$ cat src/rtl/led_display_scheduler.sv
// ============================================================================
// led_display_scheduler : steps the LEDs across four sources (manual/auto) or
//                         a CPU hold value. Rev 1.0
// ============================================================================
`default_nettype none

module led_display_scheduler #(
  parameter int DEBOUNCE_CYCLES = 20,
  parameter int DWELL_CYCLES    = 100
) (
  input  logic        CLK,
  input  logic        RST,
  input  logic [31:0] Src0,
  input  logic [31:0] Src1,
  input  logic [31:0] Src2,
  input  logic [31:0] Src3,
  input  logic        Change,
  input  logic        AutoMode,
  input  logic        HoldReq,
  input  logic [31:0] HoldData,
  output logic        HoldAck,
  output logic [1:0]  Sel,
  output logic [31:0] LedShow
);

  localparam int DB_W = $clog2(DEBOUNCE_CYCLES);
  localparam int DW_W = $clog2(DWELL_CYCLES);
  localparam logic [DB_W-1:0] DB_LAST = DB_W'(DEBOUNCE_CYCLES - 1);
  localparam logic [DW_W-1:0] DW_LAST = DW_W'(DWELL_CYCLES - 1);

  localparam logic [1:0] ST_MANUAL = 2'd0;
  localparam logic [1:0] ST_AUTO   = 2'd1;
  localparam logic [1:0] ST_HOLD   = 2'd2;

  logic            sync1_q, sync2_q, stable_q, press_q;
  logic            stable_d, press_d;
  logic [DB_W-1:0] dbcnt_q, dbcnt_d;
  logic [1:0]      state_q, state_d;
  logic [1:0]      sel_q, sel_d;
  logic [DW_W-1:0] dwell_q, dwell_d;
  logic [31:0]     led_q, led_d;
  logic            hold_ack_q, hold_ack_d;

  // Debounce: a level change is accepted only after DEBOUNCE_CYCLES stable cycles.
  always_comb begin
    stable_d = stable_q;
    dbcnt_d  = '0;
    press_d  = 1'b0;
    if (sync2_q != stable_q) begin
      if (dbcnt_q == DB_LAST) begin
        stable_d = sync2_q;
        press_d  = sync2_q;
      end else begin
        dbcnt_d = dbcnt_q + 1'b1;
      end
    end
  end

  always_comb begin
    state_d = state_q;
    sel_d   = sel_q;
    dwell_d = dwell_q;
    case (state_q)
      ST_MANUAL: begin
        if (HoldReq) begin
          state_d = ST_HOLD;
        end else if (AutoMode) begin
          state_d = ST_AUTO;
          dwell_d = '0;
        end else if (press_q) begin
          sel_d = sel_q + 2'd1;
        end
      end
      ST_AUTO: begin
        if (HoldReq) begin
          state_d = ST_HOLD;
        end else if (!AutoMode) begin
          state_d = ST_MANUAL;
          dwell_d = '0;
        end else if (press_q || (dwell_q == DW_LAST)) begin
          sel_d   = sel_q + 2'd1;
          dwell_d = '0;
        end else begin
          dwell_d = dwell_q + 1'b1;
        end
      end
      ST_HOLD: begin
        // Sel and dwell stay frozen; presses seen here are dropped.
        if (!HoldReq) begin
          state_d = AutoMode ? ST_AUTO : ST_MANUAL;
          dwell_d = '0;
        end
      end
      default: begin
        state_d = ST_MANUAL;
        dwell_d = '0;
      end
    endcase
  end

  always_comb begin
    led_d = Src0;
    if (state_q == ST_HOLD) begin
      led_d = HoldData;
    end else begin
      case (sel_q)
        2'd0:    led_d = Src0;
        2'd1:    led_d = Src1;
        2'd2:    led_d = Src2;
        default: led_d = Src3;
      endcase
    end
    hold_ack_d = (state_d == ST_HOLD);
  end

  always_ff @(posedge CLK) begin
    if (!RST) begin
      sync1_q    <= 1'b0;
      sync2_q    <= 1'b0;
      stable_q   <= 1'b0;
      press_q    <= 1'b0;
      dbcnt_q    <= '0;
      state_q    <= ST_MANUAL;
      sel_q      <= 2'd0;
      dwell_q    <= '0;
      led_q      <= 32'd0;
      hold_ack_q <= 1'b0;
    end else begin
      sync1_q    <= Change;
      sync2_q    <= sync1_q;
      stable_q   <= stable_d;
      press_q    <= press_d;
      dbcnt_q    <= dbcnt_d;
      state_q    <= state_d;
      sel_q      <= sel_d;
      dwell_q    <= dwell_d;
      led_q      <= led_d;
      hold_ack_q <= hold_ack_d;
    end
  end

  assign HoldAck = hold_ack_q;
  assign Sel     = sel_q;
  assign LedShow = led_q;

endmodule

`default_nettype wire

$ cat config.mk
export PLATFORM = sky130hd
export DESIGN_NAME = led_display_scheduler
export DESIGN_NICKNAME = d
export VERILOG_FILES = /design/src/rtl/led_display_scheduler.sv
export SDC_FILE = /design/constraint.sdc
export NUM_CORES = 1
export LEC_CHECK = 0
export ABC_AREA = 1
export BUFFER_PORTS_ARGS = -buffer_cell sky130_fd_sc_hd__buf_2
export CAP_MARGIN = 10
export CORE_MARGIN = 5
export CORE_UTILIZATION = 42
export DETAILED_ROUTE_END_ITERATION = 12
export GPL_TIMING_DRIVEN = 0
export HOLD_SLACK_MARGIN = 0.08
export PLACE_DENSITY = 0.81
export RECOVER_POWER = 25
export SLEW_MARGIN = 15
export SYNTH_ARGS = -nofsm -noshare
export SYNTH_HDL_FRONTEND = slang
export SYNTH_SLANG_ARGS = --single-unit
$ cat constraint.sdc
create_clock -name CLK -period 1.5 [get_ports CLK]
set_input_delay 0.15 -clock CLK [delete_from_list [all_inputs] [get_ports CLK]]
set_output_delay 0.15 -clock CLK [all_outputs]
set_load 0.1 [all_outputs]
==> out/metrics.yaml <==
hp-start: "HoldData[20]"
slew_viol_final: 0
antenna_found_initial: 0
antennaDiodeCount: 0
h-tree-depth: 2
cp_top_family: "flip-flops"
rrSetupSlack_ps: 90
die_w_um: 92.6
row_count: 30
vdd_drop_max_mv: 0.411
final_nets: 830
fin_skew_ps: 5.19
via_per_inst: 4.92
ant_nets: 0
die-area_mm2: 0.00858
drive_gt1_share_pct: 37.4
p_per_area_mw_per_mm2: 872
syn-instance-count: 452
post_cts.repair.setup_buffers: 0
worstSetupStartpointType: "flop"
path_max_fanout: 10
clockRootBuffer: "clkbuf_8"
worstPathRequired_ps: 1730
clock_sinks: 53
rr_endpoint: "LedShow[8]"
hold_violations: 0
fmax_ghz: 0.710
worst_hold_path_type: "in -> reg"
cts_made_buffers: 5
ys_seq_area_share_pct: 37.0
slowest_stage: "dfxtp_4"
gp_congestion: 0.847
worstMarginPinSlew_ps: 555
dpl_worst_slack_ps: -189
holdPathEnd: "LedShow[20]"
hpwl_um: 8080
io_pins: 200
portBuffers: 199
setup_viol: 0
total_power_mw: 3.61
wire_per_inst_um: 13.7
critPathBufInv: 2
first_pass_iters: 4
syn2layout_area_growth_pct: 44.5
worst_slack_ps: 92.3
drtIter0Drc: 123
vias: 3639
multi_input_comb_area_mm2: 0.00163
fin_hold_ws_ps: 112
slew_headroom_pct: 63.1
min_period_ps: 1410
seq_area_mm2: 0.00107
initial_utilization_pct: 42.7
grt_usage_pct: 23.0
cts_tree: "yes"
clk_latency_ps: 300
leakage_nw: 2.17
avgSynthCellArea_um2: 6.34
ys_types: 22
grt_pass1_wl_um: 16100
drc: 0
core-area_mm2: 0.00672
synth_top_area_cell: "dfxtp_1"
ys_warn_count: 0
fin_area_mm2: 0.00414
clk_pin_slew_ps: 100
fp.dieH_um: 92.6
whs_path_depth: 3
outcome: "complete, no violations"
drv_cap: 0
synth_nets: 623
crit_path_cell_trace: "inv_1 -> ha_2 -> clkbuf_2 -> nand2_1 -> nand3_1 -> nand2_1 -> a21oi_1"
wirelength_um: 10100
r2r-start: "Sel[1]"
syn_area_mm2: 0.00287
cts_buffer_depth: 2
critical_path_class: "reg -> reg"
reg2regPathDepth: 7
arrival_ps: 1640
synth-seq-cells: 53
synth_top_area_share_pct: 37.0
min_period_over_period_pct: 93.8
placed_cell_area_mm2: 0.00397
crit_top_cell: "nand2_1"
first_global_vias: 3582
num-fill-cells: 649
grt_overflow: 0
ys_top_cells_by_area: "dfxtp_1, nand2_1, a21oi_1"
grt_start_max_net_pins: 17
crit_path_max_incr_delay_ps: 370
crit_path_end_kind: "flop"
-- cells in the final DEF (no fill, tap or decap), types with 2 or more instances in the layout --
master | Yosys | layout
buf_2 | 6 | 195
nand2_1 | 149 | 147
a21oi_1 | 73 | 73
dfxtp_1 | 53 | 49
nand3_1 | 44 | 44
o21ai_1 | 31 | 31
nor2_1 | 27 | 27
inv_1 | 19 | 18
clkbuf_2 | 0 | 17
clkbuf_4 | 0 | 7
clkbuf_1 | 20 | 6
o21ai_0 | 6 | 6
clkbuf_8 | 0 | 5
inv_2 | 3 | 4
ha_2 | 0 | 4
xor2_1 | 3 | 3
nand2_2 | 1 | 3
nor3_1 | 3 | 3
dfxtp_4 | 0 | 2
nor2_2 | 2 | 2
clkinv_2 | 1 | 2
ha_1 | 6 | 2
dfxtp_2 | 0 | 2
dlygate4sd3_1 | 0 | 2
-- routing by layer --
layer | wire length [um] | GRT usage (%)
met4 | 152 | 7.69
met1 | 3930 | 25.7
met5 | 0 | 0
met2 | 5190 | 42.5
met3 | 838 | 5.52
-- what timing repair did --
| item | CTS | global route |
|---|---|---|
| resized for setup | 20 | 15 |
| endpoints found under the setup margin | 31 | 35 |
| hold endpoints to repair | 2 | 0 |
| hold buffers | 2 | 0 |
-- registers in the layout (all words and copies together), names as in the netlist --
| register | count |
|---|---|
| LedShow | 32 |
| dwell_q | 7 |
| dbcnt_q | 5 |
| Sel | 2 |
| state_q | 2 |
| HoldAck | 1 |
| press_q | 1 |
| stable_q | 1 |
| sync1_q | 1 |
| sync2_q | 1 |
-- worst reg2reg max path, cell delays in order (launching register included) --
cell and delay, ps:
dfxtp_4 370, inv_1 90, ha_2 270, clkbuf_2 240, nand2_1 70, nand3_1 90, nand2_1 50, a21oi_1 150
-- worst max-delay path by stage --
stage           start           to  slack, ps  cells after the start
2_1_floorplan  Sel[0]  LedShow[28]         20                      5
3_5_place_dp   Sel[0]   LedShow[1]       -190                      7
6_report       Sel[1]   LedShow[8]         90                      7
3_3_place_gp   Sel[0]   LedShow[1]       -140                      6
4_1_cts        Sel[0]  LedShow[12]         20                      7
5_1_grt        Sel[1]  LedShow[22]         -4                      7
-- logic make-up after synthesis --
kind of cell	Yosys count	synth area share, %
flip-flops	53	37.0
AO/OA/AOI/OAI	110	19.2
AND/OR/NAND/NOR	231	33.6
adder cells (fa/ha/maj)	6	2.62
XOR/XNOR	3	0.916
buffers and inverters	49	6.72
-- metrics by stage --
stage | setup TNS [ps] | utilization [%] | cells
floorplan | 0 | - | 452
global placement | -2220 | 59.1 | 731
detailed placement | -3260 | 59.1 | 731
CTS | 0 | 61.4 | 741
global route | -4.03 | 61.7 | 740
finish | 0 | 61.7 | 740
-- report_power, final --
part | switching, mW | internal (mW)
logic | 0.878 | 0.329
clock network | 0.461 | 0.429
registers | 0.0290 | 1.49
total | 1.37 | 2.24
-- area by class of cell --
| class | instances | area share (%) |
|---|---|---|
| repair buffers | 201 | 24.5 |
| multi-input cells | 350 | 39.3 |
| well taps | 80 | 2.42 |
| clock inverters | 1 | 0.121 |
| inverters | 23 | 2.11 |
| flip-flops and latches | 53 | 25.9 |
| plain buffers | 25 | 3.32 |
| clock buffers | 7 | 2.36 |
-- cell usage after synthesis --
master and count:
nor3_2 1, dfxtp_1 53, nor2_1 27, xor2_1 3, inv_1 19, clkbuf_1 20
buf_2 6, nor2_2 2, inv_2 3, nand4_2 1, a21oi_1 73, o21ai_0 6
nand4_1 1, clkinv_2 1, nand3_1 44, nand2_2 1, nand3b_1 1, o21ai_1 31
nor3_1 3, nand2_1 149, ha_1 6, nand2_4 1
No activity file was read; power rests on OpenSTA's default activity.
